### config.mk
export PLATFORM = sky130hd
export DESIGN_NAME = alu_multibyte_sequencer
export DESIGN_NICKNAME = d
export VERILOG_FILES = /design/src/rtl/alu_multibyte_sequencer_pkg.sv /design/src/rtl/alu_multibyte_sequencer_alu.sv /design/src/rtl/alu_multibyte_sequencer.sv
export SDC_FILE = /design/constraint.sdc
export NUM_CORES = 1
export LEC_CHECK = 0
export ABC_CLOCK_PERIOD_IN_PS = 3400
export CAP_MARGIN = 20
export CORE_UTILIZATION = 30
export CTS_CLUSTER_DIAMETER = 40
export CTS_CLUSTER_SIZE = 28
export DETAILED_ROUTE_END_ITERATION = 8
export PLACE_DENSITY = 0.55
export SYNTH_ARGS = -nofsm -noshare
export SYNTH_HDL_FRONTEND = slang
export SYNTH_SLANG_ARGS = --single-unit
### constraint.sdc
create_clock -name clk_i -period 3.4 [get_ports clk_i]
set_clock_uncertainty 0.15 [all_clocks]
set_input_delay 0.51 -clock clk_i [delete_from_list [all_inputs] [get_ports clk_i]]
set_output_delay 0.51 -clock clk_i [all_outputs]
set_load 0.05 [all_outputs]
### src/rtl/alu_multibyte_sequencer_pkg.sv
// Shared ALU/sequencer codes and the sequencer's package of types and helpers.
`ifndef ALU_MULTIBYTE_SEQUENCER_DEFINES_SVH
`define ALU_MULTIBYTE_SEQUENCER_DEFINES_SVH
`define DATA_WIDTH        8
`define CONTROL_WIDTH     3
`define OUTPUT_A_PLUS_B   3'd0
`define OUTPUT_A_MINUS_B  3'd1
`define OUTPUT_A_AND_B    3'd2
`define OUTPUT_A_OR_B     3'd3
`define OUTPUT_A_XOR_B    3'd4
`define OUTPUT_NOT_A      3'd5
`define OUTPUT_A          3'd6
`define OUTPUT_B          3'd7
`define DEFAULT_FLAG      2'b00
`define ZERO_FLAG         2'b01
`define OVERFLOW_FLAG     2'b10
`define NEGATIVE_FLAG     2'b11
`define SEQ_IDLE          2'd0
`define SEQ_RUN           2'd1
`define SEQ_DONE          2'd2
`endif

package alu_multibyte_sequencer_pkg;

  localparam int unsigned BYTE_W = `DATA_WIDTH;
  localparam int unsigned CTRL_W = `CONTROL_WIDTH;
  localparam int unsigned FLAG_W = 2;

  typedef enum logic [1:0] {
    ST_IDLE = `SEQ_IDLE,
    ST_RUN  = `SEQ_RUN,
    ST_DONE = `SEQ_DONE
  } seq_state_e;

  // True for the codes whose carry/borrow is meaningful.
  function automatic logic is_arith(input logic [CTRL_W-1:0] f);
    return (f == `OUTPUT_A_PLUS_B) || (f == `OUTPUT_A_MINUS_B);
  endfunction

  // Full-width status flag; carry/borrow outranks zero for arithmetic codes.
  function automatic logic [FLAG_W-1:0] full_flag(input logic [CTRL_W-1:0] f,
                                                  input logic cb,
                                                  input logic is_zero);
    logic [FLAG_W-1:0] flag;
    flag = `DEFAULT_FLAG;
    if (is_zero) flag = `ZERO_FLAG;
    if ((f == `OUTPUT_A_PLUS_B) && cb) flag = `OVERFLOW_FLAG;
    if ((f == `OUTPUT_A_MINUS_B) && cb) flag = `NEGATIVE_FLAG;
    return flag;
  endfunction

endpackage

### src/rtl/alu_multibyte_sequencer_alu.sv
// Combinational eight-bit ALU slice with carry/borrow in and out.
module eight_bit_alu
  import alu_multibyte_sequencer_pkg::*;
(
  input  logic [BYTE_W-1:0] a8_i,
  input  logic [BYTE_W-1:0] b8_i,
  input  logic [CTRL_W-1:0] f8_i,
  input  logic              carry_borrow_i,
  output logic [BYTE_W-1:0] y8_o,
  output logic              carry_borrow_o
);

  logic [BYTE_W:0] sum;
  logic [BYTE_W:0] diff;

  // Byte result; bit BYTE_W of the 9-bit sum/difference is the carry/borrow.
  always_comb begin
    sum            = {1'b0, a8_i} + {1'b0, b8_i} + (BYTE_W+1)'(carry_borrow_i);
    diff           = {1'b0, a8_i} - {1'b0, b8_i} - (BYTE_W+1)'(carry_borrow_i);
    y8_o           = '0;
    carry_borrow_o = 1'b0;
    case (f8_i)
      `OUTPUT_A_PLUS_B:  {carry_borrow_o, y8_o} = sum;
      `OUTPUT_A_MINUS_B: {carry_borrow_o, y8_o} = diff;
      `OUTPUT_A_AND_B:   y8_o = a8_i & b8_i;
      `OUTPUT_A_OR_B:    y8_o = a8_i | b8_i;
      `OUTPUT_A_XOR_B:   y8_o = a8_i ^ b8_i;
      `OUTPUT_NOT_A:     y8_o = ~a8_i;
      `OUTPUT_A:         y8_o = a8_i;
      default:           y8_o = b8_i;
    endcase
  end

endmodule

### src/rtl/alu_multibyte_sequencer.sv
// Runs one eight-bit ALU over NUM_BYTES cycles, LSB first, with chained carry.
module alu_multibyte_sequencer
  import alu_multibyte_sequencer_pkg::*;
#(
  parameter int unsigned NUM_BYTES = 2
) (
  input  logic                      clk_i,
  input  logic                      rst_n_i,
  input  logic                      start_i,
  output logic                      ready_o,
  input  logic [BYTE_W*NUM_BYTES-1:0] a_i,
  input  logic [BYTE_W*NUM_BYTES-1:0] b_i,
  input  logic [CTRL_W-1:0]         f_i,
  input  logic                      carry_borrow_i,
  output logic                      out_valid_o,
  input  logic                      out_ready_i,
  output logic [BYTE_W*NUM_BYTES-1:0] y_o,
  output logic                      carry_borrow_o,
  output logic [FLAG_W-1:0]         status_flag_o,
  output logic                      busy_o
);

  localparam int unsigned W     = BYTE_W * NUM_BYTES;
  localparam int unsigned IDX_W = (NUM_BYTES > 2) ? 2 : 1;
  localparam logic [IDX_W-1:0] LAST_IDX = IDX_W'(NUM_BYTES - 1);

  seq_state_e        state_q, state_d;
  logic [IDX_W-1:0]  idx_q, idx_d;
  logic [W-1:0]      a_q, a_d, b_q, b_d;
  logic [CTRL_W-1:0] f_q, f_d;
  logic              carry_q, carry_d;
  logic [W-1:0]      result_q, result_d;
  logic [W-1:0]      y_q, y_d;
  logic              cb_out_q, cb_out_d;
  logic [FLAG_W-1:0] flag_q, flag_d;
  logic              out_valid_q, out_valid_d;
  logic              ready_q, ready_d;
  logic              busy_q, busy_d;

  int unsigned       lsb;
  logic [BYTE_W-1:0] alu_a, alu_b, alu_y;
  logic              alu_cb;
  logic [W-1:0]      res_next;

  // Byte lane feeding the ALU in the current RUN cycle.
  always_comb begin
    lsb   = BYTE_W * 32'(idx_q);
    alu_a = a_q[lsb +: BYTE_W];
    alu_b = b_q[lsb +: BYTE_W];
  end

  eight_bit_alu u_alu (
    .a8_i           (alu_a),
    .b8_i           (alu_b),
    .f8_i           (f_q),
    .carry_borrow_i (carry_q),
    .y8_o           (alu_y),
    .carry_borrow_o (alu_cb)
  );

  // Next-state and next-output logic; outputs load only on RUN->DONE.
  always_comb begin
    state_d   = state_q;
    idx_d     = idx_q;
    a_d       = a_q;
    b_d       = b_q;
    f_d       = f_q;
    carry_d   = carry_q;
    result_d  = result_q;
    y_d       = y_q;
    cb_out_d  = cb_out_q;
    flag_d    = flag_q;
    res_next  = result_q;
    res_next[lsb +: BYTE_W] = alu_y;

    case (state_q)
      ST_IDLE: begin
        if (start_i) begin
          a_d     = a_i;
          b_d     = b_i;
          f_d     = f_i;
          carry_d = carry_borrow_i;
          idx_d   = '0;
          state_d = ST_RUN;
        end
      end
      ST_RUN: begin
        result_d = res_next;
        carry_d  = alu_cb;
        idx_d    = idx_q + IDX_W'(1);
        if (idx_q == LAST_IDX) begin
          idx_d    = '0;
          state_d  = ST_DONE;
          y_d      = res_next;
          cb_out_d = is_arith(f_q) ? alu_cb : 1'b0;
          flag_d   = full_flag(f_q, alu_cb, res_next == '0);
        end
      end
      ST_DONE: begin
        if (out_ready_i) state_d = ST_IDLE;
      end
      default: state_d = ST_IDLE;
    endcase

    ready_d     = (state_d == ST_IDLE);
    out_valid_d = (state_d == ST_DONE);
    busy_d      = (state_d == ST_RUN) || (state_d == ST_DONE);
  end

  // State and registered outputs.
  always_ff @(posedge clk_i or negedge rst_n_i) begin
    if (!rst_n_i) begin
      state_q     <= ST_IDLE;
      idx_q       <= '0;
      a_q         <= '0;
      b_q         <= '0;
      f_q         <= '0;
      carry_q     <= 1'b0;
      result_q    <= '0;
      y_q         <= '0;
      cb_out_q    <= 1'b0;
      flag_q      <= `DEFAULT_FLAG;
      out_valid_q <= 1'b0;
      ready_q     <= 1'b1;
      busy_q      <= 1'b0;
    end else begin
      state_q     <= state_d;
      idx_q       <= idx_d;
      a_q         <= a_d;
      b_q         <= b_d;
      f_q         <= f_d;
      carry_q     <= carry_d;
      result_q    <= result_d;
      y_q         <= y_d;
      cb_out_q    <= cb_out_d;
      flag_q      <= flag_d;
      out_valid_q <= out_valid_d;
      ready_q     <= ready_d;
      busy_q      <= busy_d;
    end
  end

  assign ready_o        = ready_q;
  assign out_valid_o    = out_valid_q;
  assign y_o            = y_q;
  assign carry_borrow_o = cb_out_q;
  assign status_flag_o  = flag_q;
  assign busy_o         = busy_q;

endmodule

==> summary.txt, run 1 <==
STA
  – Rel. slew slack: 48.0%
  – Final setup violation count: 0
  – Final Hold Fails: 0
  – Slew Viols, Final: 0
  – Setup Total Neg Slack: 0 ns
  – Final worst path period need: 3.30 ns
  – Worst Tran Pin Value: 0.761 ns
  – Max Clock Freq: 303 MHz
  – Min Hold Slack: 0.0234 ns
  – Period Utilization, post-route: 97.1%

Floorplanning
  – Starting Density: 30.8%
  – Core footprint: 0.0139 mm^2
  – Die Y: 121 um
  – Full die area: 0.0148 mm^2
  – Die width: 121 um
  – Site Rows: 43
  – Num ports: 62

Worst setup path
  – Arrival @ worst endpoint: 3.37 ns
  – RR Endpoint: status_flag_o[0]
  – Reg2reg start: idx_q
  – CP required: 3.47 ns
  – Peak fanout along the critical path: 4
  – Critical Path Source Type: flip-flop
  – Path type of the worst setup path: flip-flop to flip-flop
  – CP endpoint kind: flip-flop
  – Reg-to-reg slack, setup: 0.1 ns
  – R2R cell count: 9

Clocking
  – CTS Buf Count: 9
  – CTS root buf: clkbuf_16
  – Setup Fix Bufs, Post-CTS: 0
  – H-tree depth: 3
  – CTS sink cnt: 69
  – Clock slew at reported path FFs: 0.06 ns
  – Insertion delay to the later sink of the worst-skew pair: 0.33 ns
  – CTS tree: built
  – Longest Clk Path Bufs: 2

Logic synthesis
  – Synth warn: 0
  – Mapped Avg Cell Area: 9.93 um^2
  – Yosys cell types: 59
  – Ys flop type: dfrtp_1
  – Syn Nets: 505
  – Cell count after synthesis: 431
  – Async set-reset flop share out of synthesis: 100%
  – Yosys reg bits: 69
  – Register area share after synthesis: 40.4%
  – Number of synthesized flops with an enable pin: 0
  – Synth Cell Area: 0.00428 mm^2

Cells and area
  – Layout filler cell count: 1370
  – Area delta synth->final: 34.1%
  – Non-Filler Instances: 704
  – Share of cells above drive strength 1: 23.7%
  – Antenna diode count: 0
  – Layout Nets: 593

GRT
  – First-pass GRT wire length: 17.5 mm
  – Overall global routing resource usage: 15.4%
  – Initial antenna violation count: 0
  – Busiest grt layer: met2
  – Met2 Use GR: 24.8%
  – GR Util met3: 3.10%
  – Vias in the first global route: 3519
  – Overflow after GRT: 0
  – Largest net degree at the start of global routing: 44
  – Met1 usage: 20.5%

Routing
  – Routed Antenna Nets: 0
  – Post-Route WL: 10.7 mm
  – DR vias: 3464
  – Drt via density: 4.92
  – 1st-iter DRT viols: 148
  – Pre-Repair DR Iteration Count: 4
  – DRC viols: 0
  – Avg WL per Cell: 15.1 um

Placed design
  – Dpl cells: 688
  – Last weighted congestion value of the routability-driven placer: 0.865
  – IO Port Bufs: 61
  – HPWL after DPL: 8.25 mm

Worst hold path
  – Hold Crit Class: input port to asynchronous set/reset pin

Outcome
  – Status: complete, no violations

Job
  – Max-cap violations: 0
-- cells in the final DEF (no fill, tap or decap), types with 3 or more instances in the layout --
| cell | count |
|---|---|
| a31oi_1 | 4 |
| ha_1 | 29 |
| inv_2 | 3 |
| a211o_1 | 4 |
| a21oi_1 | 13 |
| nor3_1 | 7 |
| nor2_1 | 25 |
| clkbuf_16 | 9 |
| mux2i_1 | 12 |
| o21a_1 | 6 |
| nor3b_2 | 3 |
| a211oi_2 | 4 |
| nand3_1 | 6 |
| xor2_1 | 3 |
| clkdlybuf4s50_1 | 60 |
| mux2_2 | 38 |
| nor3b_1 | 3 |
| buf_4 | 40 |
| xnor2_1 | 3 |
| a21o_1 | 5 |
| nand3b_1 | 3 |
| dfrtp_1 | 67 |
| nand2b_1 | 11 |
| o21ai_0 | 27 |
| inv_1 | 29 |
| nand2_1 | 48 |
-- synthesized netlist by cell type, types with 2 or more instances --
library cell  instances  area (um^2)
nor2_1               25         93.8
nor2b_1               2         12.5
o21a_1                6         45.0
nor3_1                7         35.0
mux2_2               39          439
a2111oi_0             2         17.5
or3_1                 2         12.5
fa_1                  4         80.1
nand2_1              48          180
ha_1                 30          375
a21o_1                5         37.5
mux2i_1              14          140
nand3_1               6         30.0
xor2_1                3         26.3
nor3b_1               4         30.0
a22oi_1               2         15.0
and4_1                2         17.5
xnor2_1               3         26.3
and3_1                2         12.5
dfrtp_1              68         1700
a211o_1               4         35.0
nand2b_1             11         68.8
o21ai_0              28          140
a21oi_1              14         70.1
mux2i_2               2         27.5
o221ai_1              2         17.5
inv_1                30          113
clkbuf_1             19         71.3
nor3b_2               2         25.0
and2_1                2         12.5
a211oi_1              3         22.5
a221oi_1              2         17.5
o32ai_2               2         32.5
buf_2                 4         20.0
inv_2                 2         7.51
nor4_1                2         12.5
nand3b_1              3         22.5
a31oi_1               4         25.0
-- through the flow --
stage          setup slack (ns)  instance area [um^2]  utilization, %
2_1_floorplan           0.00211                  4290               -
3_3_place_gp             0.0366                  5330            38.4
3_5_place_dp         -0.0000846                  5330            38.4
4_1_cts                  0.0228                  5680            40.9
5_1_grt                -0.00849                  5740            41.3
6_report                 0.0993                  5740            41.3
-- worst max path at each step --
stage                     slack [ns]  cells past startpoint  startpoint                to
after CTS                       0.02                     13       idx_q  status_flag_o[0]
after global routing          -0.008                     13       idx_q  status_flag_o[0]
after floorplan                0.002                     11       idx_q  status_flag_o[0]
after detailed placement    -0.00008                     12       idx_q  status_flag_o[0]
final                            0.1                      9       idx_q  status_flag_o[0]
after global placement          0.04                     13       idx_q  status_flag_o[0]
-- cell type report --
class / instances / area (um^2) / area share (%)
multi-input combinational: 305 / 2410 / 42.1
inverter: 32 / 120 / 2.09
sequential: 69 / 1730 / 30.1
timing repair buffer: 102 / 917 / 16.0
clock inverter: 6 / 93.8 / 1.64
tap: 180 / 225 / 3.92
clock buffer: 10 / 239 / 4.16
-- logic make-up (layout without fill, tap and decap cells) --
| family | count (synthesis) | in the layout | synth area share, % |
|---|---|---|---|
| xor+xnor | 6 | 6 | 1.23 |
| fa+ha+maj | 34 | 34 | 10.6 |
| mux | 56 | 56 | 14.7 |
| simple gates | 121 | 121 | 13.8 |
| compound gates | 88 | 88 | 14.0 |
| flops | 69 | 69 | 40.4 |
| buf+inv | 57 | 150 | 5.29 |
-- per-layer routing --
metal  part of all wire (%)  vias up  wire length, um
met3                    5.3       14              566
met2                     47       77             4970
met5                      0        -                0
li1                       -     1682                -
met1                     46     1691             4940
met4                    1.7        0              177
-- sequential cells by signal (all words and copies together) (netlist names) --
signal,flops
carry_borrow_o,1
out_valid_o,1
busy_o,1
y_o,16
state_q,2
status_flag_o,2
idx_q,1
result_q,8
carry_q,1
ready_o,1
f_q,3
b_q,16
a_q,16
-- timing repair --
item / CTS / global route
pin swaps: 0 / 3
gates resized for setup: 3 / 16
hold buffers: 0 / 0
hold endpoints to repair: 0 / 0
setup endpoints to repair: 1 / 8
-- critical path, stage by stage, from the launching register on --
cell and delay [ns]:
dfrtp_2 0.44, mux2_4 0.34, fa_2 0.40, fa_2 0.54, inv_1 0.04, mux4_2 0.48
a221oi_4 0.31, nor2_1 0.08, and4_1 0.21, a31o_1 0.21
Power of run 1 is left out: the tool's default activity adds up to more than one toggle a clock period on the data nets, which glitch-free logic cannot reach.
==> run 2, diff against run 1 <==
--- a/config.mk
+++ b/config.mk
@@ -6,7 +6,7 @@
 export NUM_CORES = 1
 export LEC_CHECK = 0
 export ABC_CLOCK_PERIOD_IN_PS = 3400
-export CAP_MARGIN = 20
+export CAP_MARGIN = 30
 export CORE_UTILIZATION = 30
 export CTS_CLUSTER_DIAMETER = 40
 export CTS_CLUSTER_SIZE = 28
==> results of run 2 <==
Same layout as run 1: the final DEF is identical, and so are final timing and power.
Power of run 2 is left out for the same reason.
